--- src/rtl/pll_reconfig_seq.sv ---
// pll_reconfig_seq: gates the clock, holds the domain in reset, reloads one PLL's dividers and waits for lock.
// Optional macro PLL_SEQ_TIMEOUT_EN adds a WAIT_LOCK timeout (LOCK_TIMEOUT) that ends in ERR.
module pll_reconfig_seq #(
    parameter int REF_DIV_BW    = 4,
    parameter int FB_DIV_BW     = 12,
    parameter int RST_REF_DIV   = 1,
    parameter int RST_FB_DIV    = 40,
    parameter int GATE_CYCLES   = 2,
    parameter int LOCK_STABLE   = 16,
    parameter int UNGATE_CYCLES = 2
`ifdef PLL_SEQ_TIMEOUT_EN
    , parameter int LOCK_TIMEOUT = 4096
`endif
) (
    input  logic                  clk_i,
    input  logic                  arst_ni,
    input  logic                  cfg_valid_i,
    output logic                  cfg_ready_o,
    input  logic [REF_DIV_BW-1:0] cfg_ref_div_i,
    input  logic [FB_DIV_BW-1:0]  cfg_fb_div_i,
    output logic [REF_DIV_BW-1:0] pll_ref_div_o,
    output logic [FB_DIV_BW-1:0]  pll_fb_div_o,
    output logic                  pll_update_o,
    input  logic                  pll_lock_i,
    output logic                  clk_en_o,
    output logic                  dom_rst_no,
    output logic                  busy_o,
    output logic                  err_o
);

    localparam int PHASE_MAX = (GATE_CYCLES > UNGATE_CYCLES) ? GATE_CYCLES : UNGATE_CYCLES;
    localparam int PHASE_W   = $clog2(PHASE_MAX + 1);
    localparam int STABLE_W  = $clog2(LOCK_STABLE + 1);

    typedef enum logic [2:0] {IDLE, GATE, RESET, PROG, WAIT_LOCK, UNGATE, ERR} state_t;

    state_t                state, state_next;
    logic                  lock_meta, lock_sync;
    logic [PHASE_W-1:0]    phase_cnt, phase_cnt_next, phase_inc;
    logic [STABLE_W-1:0]   stable_cnt, stable_cnt_next, stable_inc;
    logic [REF_DIV_BW-1:0] req_ref;
    logic [FB_DIV_BW-1:0]  req_fb;
    logic                  accept, bad_req, err_next;

`ifdef PLL_SEQ_TIMEOUT_EN
    localparam int TO_W = $clog2(LOCK_TIMEOUT + 1);
    logic [TO_W-1:0] timeout_cnt, timeout_cnt_next, timeout_inc;

    assign timeout_inc = (timeout_cnt == TO_W'(LOCK_TIMEOUT)) ? timeout_cnt : timeout_cnt + 1'b1;
`endif

    assign cfg_ready_o = (state == IDLE) || (state == ERR);
    assign busy_o      = !cfg_ready_o;
    assign accept      = cfg_valid_i && cfg_ready_o;
    assign bad_req     = (cfg_ref_div_i == '0) || (cfg_fb_div_i == '0);
    assign phase_inc   = (phase_cnt == PHASE_W'(PHASE_MAX)) ? phase_cnt : phase_cnt + 1'b1;
    assign stable_inc  = (stable_cnt == STABLE_W'(LOCK_STABLE)) ? stable_cnt : stable_cnt + 1'b1;

    // Counters fall back to zero in any state that does not use them, so each phase starts from 0.
    always_comb begin
        state_next      = state;
        phase_cnt_next  = '0;
        stable_cnt_next = '0;
        err_next        = err_o;
`ifdef PLL_SEQ_TIMEOUT_EN
        timeout_cnt_next = '0;
`endif
        case (state)
            IDLE, ERR: begin
                if (accept) begin
                    err_next   = bad_req;
                    state_next = bad_req ? IDLE : GATE;
                end
            end
            GATE: begin
                phase_cnt_next = phase_inc;
                if (phase_cnt == PHASE_W'(GATE_CYCLES - 1)) state_next = RESET;
            end
            RESET: state_next = PROG;
            PROG:  state_next = WAIT_LOCK;
            WAIT_LOCK: begin
                if (lock_sync) stable_cnt_next = stable_inc;
`ifdef PLL_SEQ_TIMEOUT_EN
                timeout_cnt_next = timeout_inc;
`endif
                if (lock_sync && (stable_inc == STABLE_W'(LOCK_STABLE))) begin
                    state_next = UNGATE;
                end
`ifdef PLL_SEQ_TIMEOUT_EN
                else if (timeout_cnt == TO_W'(LOCK_TIMEOUT - 1)) begin
                    state_next = ERR;
                    err_next   = 1'b1;
                end
`endif
            end
            UNGATE: begin
                phase_cnt_next = phase_inc;
                if (phase_cnt == PHASE_W'(UNGATE_CYCLES - 1)) state_next = IDLE;
            end
            default: state_next = IDLE;
        endcase
    end

    // Gate, reset and strobe outputs are registered from the next state so they never glitch.
    always_ff @(posedge clk_i or negedge arst_ni) begin
        if (!arst_ni) begin
            state         <= IDLE;
            lock_meta     <= 1'b0;
            lock_sync     <= 1'b0;
            phase_cnt     <= '0;
            stable_cnt    <= '0;
            req_ref       <= REF_DIV_BW'(RST_REF_DIV);
            req_fb        <= FB_DIV_BW'(RST_FB_DIV);
            pll_ref_div_o <= REF_DIV_BW'(RST_REF_DIV);
            pll_fb_div_o  <= FB_DIV_BW'(RST_FB_DIV);
            pll_update_o  <= 1'b0;
            clk_en_o      <= 1'b1;
            dom_rst_no    <= 1'b1;
            err_o         <= 1'b0;
`ifdef PLL_SEQ_TIMEOUT_EN
            timeout_cnt   <= '0;
`endif
        end else begin
            state      <= state_next;
            lock_meta  <= pll_lock_i;
            lock_sync  <= lock_meta;
            phase_cnt  <= phase_cnt_next;
            stable_cnt <= stable_cnt_next;
            err_o      <= err_next;
`ifdef PLL_SEQ_TIMEOUT_EN
            timeout_cnt <= timeout_cnt_next;
`endif
            if (accept) begin
                req_ref <= cfg_ref_div_i;
                req_fb  <= cfg_fb_div_i;
            end
            if (state == RESET) begin
                pll_ref_div_o <= req_ref;
                pll_fb_div_o  <= req_fb;
            end
            pll_update_o <= (state_next == PROG);
            clk_en_o     <= (state_next == IDLE) || (state_next == UNGATE);
            dom_rst_no   <= (state_next == IDLE) || (state_next == GATE);
        end
    end

endmodule

--- config.mk ---
export PLATFORM = sky130hd
export DESIGN_NAME = pll_reconfig_seq
export DESIGN_NICKNAME = d
export VERILOG_FILES = /design/src/rtl/pll_reconfig_seq.sv
export SDC_FILE = /design/constraint.sdc
export NUM_CORES = 1
export LEC_CHECK = 0
export ABC_CLOCK_PERIOD_IN_PS = 1960
export CAP_MARGIN = 20
export CORE_UTILIZATION = 39
export CTS_CLUSTER_DIAMETER = 200
export DETAILED_ROUTE_END_ITERATION = 10
export PLACE_DENSITY_LB_ADDON = 0.2
export SYNTH_ARGS = -nofsm -noshare
export SYNTH_HDL_FRONTEND = slang
export SYNTH_SLANG_ARGS = --single-unit
--- constraint.sdc ---
create_clock -name clk_i -period 1.96 [get_ports clk_i]
set_input_delay 0.392 -clock clk_i [delete_from_list [all_inputs] [get_ports clk_i]]
set_output_delay 0.392 -clock clk_i [all_outputs]
set_load 0.03 [all_outputs]
==> flow_summary.toml <==
[timing]
setup_viol = 0
rsz0062_at_grt = "no"
hold_viol_final = 0
hold-worst-slack_ns = 0.0638
maxSlewViolCount = 0
period_needed_ns = 1.91
finalSetupTns_ns = 0
worst_slew_pin_slew_ns = 0.426
skew_ns = 0.0105
maxSlewHeadroom = 0.716
timing.final.ws_setup_ns = 0.0521
clock.fmax_mhz = 524
fin_crit_sh = 0.973

[yosys]
ys_warn_count = 0
synth_seq_area_share = 0.570
synth.most_common_cell = "dfrtp_1"
synth_compound_area_frac = 0.0336
synth_xor_area_frac = 0.0294
yosys-top-cells-area = "dfrtp_1 (47%), mux2_2 (10%), dfstp_2 (9.9%)"
netlist_instances = 159
synth_top_family_by_area = "multiplexers"
yosys.cell_types.count = 35
synthAdderAreaFrac = 0.0236
synthFlopType = "dfrtp_1"
syn-num-nets = 183
yosysTopAreaCellShare = 0.471
yosys.area.top_type = "dfrtp_1"
ys_ff_latch = 48
synth_area_per_cell_um2 = 13.4
synth-edff-count = 0
synthesis.area_um2 = 2120
synthSimpleGateAreaFrac = 0.119
muxShareOfSynthArea = 0.186
async_flop_share = 1.00
synthTopCellsByCount = "dfrtp_1 (40), mux2_2 (19), nor2_1 (14), mux2_4 (9), dfstp_2 (8)"

[placement]
io_buffers = 41
routabilityCongestion = 0.802
dp.cells = 266
dp_hpwl_mm = 2.81
dp_slack_ns = 0.154

[floorplan]
core_area_um2 = 5170
die-area_um2 = 5750
die_w_um = 75.8
initial_core_util = 0.411
ios = 42
rows = 26
die_h_um = 75.8

[grt]
grt_pass1_vias = 1407
overflow = 0
antenna_found_initial = 0
grt_pass1_wl_mm = 6.44
grt_max_degree = 49
grt_usage = 0.156

[final_layout]
antenna_cells = 0
fin_cells = 274
drive_gt1_frac = 0.265
fin_nets = 227
area_growth_pct = 26.8
fillCellCount = 451

[detailed_routing]
drtAntennaViolNets = 0
drtIter0Drc = 39
totalWireLength_mm = 3.98
vias_per_cell = 4.93
wl_per_cell_um = 14.5
dr.pass1.iters = 4
drc = 0
vias = 1350

[worst_setup_path]
rr_endpoint = "req_fb[0]"
critPathMaxStageDelay_ns = 0.67
cp.arrival_ns = 1.52
path_cells = "clkdlybuf4s50_1"
rrSetupSlack_ns = 0.30
cp_max_fo = 2
critical-path-top-delay-family = "buffers and inverters"
start_kind = "flip-flop"
worst_path_max_delay_cell = "clkdlybuf4s50_1"
end_kind = "primary output"
startpoint = "pll_ref_div_o[0]"
cp_num_buf_inv = 1
criticalPathCategory = "reg2out"
required_ns = 1.57
worstReg2RegStart = "state[2]"
r2r_cells = 4

[hold_path]
hp-class = "in2async"

[cts]
worst_skew_pair.late_latency_ns = 0.30
ctsResizeCount = 0
clkSinkCount = 48
cts_setup_buffers = 0
cts_buffers = 5
cts_hold_buf = 0
htreeDepth = 2
cts_tree = "yes"
cts_root_buf = "clkbuf_8"
clk_pin_slew_ns = 0.09
clockBufferDepth = 2

[run_status]
status = "completed"

[power]
ir_drop_v = 0.000871
power_leakage_nw = 1.14
powerDensity_nw_per_um2 = 1570

[run]
drv_cap = 0
==> cell families (layout without fill, tap and decap cells) <==
kind of cell / Yosys count / in the layout
AOI/OAI and AO/OA: 12 / 12
adders and majority gates: 4 / 4
muxes: 32 / 32
DFF: 48 / 48
buffers and inverters: 14 / 59
and+or+nand+nor: 44 / 44
xor gates and xnor gates: 5 / 5
==> through the flow <==
stage | util | area (µm²) | total power [W]
final | 0.521 | 2690 | 0.00424
after global routing | 0.521 | 2690 | 0.00450
after floorplan | - | 2120 | 0.00301
after detailed placement | 0.502 | 2600 | 0.00367
after global placement | 0.502 | 2600 | 0.00360
after CTS | 0.521 | 2690 | 0.00430
==> worst max-delay path by stage <==
stage,to,slack [ns],depth (start not counted)
2_1_floorplan,req_fb[10],0.42,6
3_3_place_gp,err_o,0.12,5
3_5_place_dp,clk_en_o,0.15,5
4_1_cts,pll_ref_div_o[0],0.04,1
5_1_grt,pll_ref_div_o[0],0.006,1
6_report,pll_ref_div_o[0],0.05,1
==> sequential cells by signal, summed over array words and instances (netlist names), 2 cells and up <==
register       flops
state              3
phase_cnt          2
req_ref            4
pll_ref_div_o      4
stable_cnt         5
req_fb            12
pll_fb_div_o      12
==> metal layers <==
| metal | part of all wire | wire (µm) | vias up | global-route usage |
|---|---|---|---|---|
| li1 | - | - | 637 | - |
| met2 | 0.52 | 2050 | 34 | 0.256 |
| met5 | 0 | 0 | - | 0 |
| met1 | 0.44 | 1730 | 675 | 0.193 |
| met4 | 0.011 | 44 | 0 | 0.0638 |
| met3 | 0.038 | 153 | 4 | 0.0476 |
==> area by class of cell <==
cell class	count	area, µm²	area share
sequential	48	1210	0.450
tap	70	87.6	0.0325
multi-input combinational	97	836	0.310
clock buffer	6	82.6	0.0307
inverter	7	26.3	0.00975
clock inverter	2	15.0	0.00557
timing repair buffer	44	435	0.162
==> power by group <==
group | switching (W) | leakage, nW | internal, W
clock | 0.000324 | 0.0434 | 0.000286
combinational | 0.000937 | 0.521 | 0.000937
sequential | 0.000292 | 0.577 | 0.00146
==> layout by cell type (no fill, tap or decap), types with 2 or more instances in the layout <==
| cell | instances |
|---|---|
| nand2b_1 | 3 |
| ha_1 | 4 |
| a21oi_1 | 3 |
| clkbuf_8 | 6 |
| xor2_1 | 3 |
| o21ai_0 | 3 |
| nand3b_1 | 3 |
| mux2_1 | 4 |
| buf_4 | 4 |
| nor4_1 | 3 |
| nand4bb_1 | 2 |
| mux2_2 | 19 |
| inv_1 | 7 |
| dfstp_2 | 8 |
| nor2_1 | 14 |
| clkinvlp_4 | 2 |
| nand2_1 | 5 |
| mux2_4 | 9 |
| nand3_1 | 5 |
| dfrtp_1 | 40 |
| nor3_1 | 3 |
| clkdlybuf4s50_1 | 38 |
Note: power is estimated with default switching activity, not from simulation.
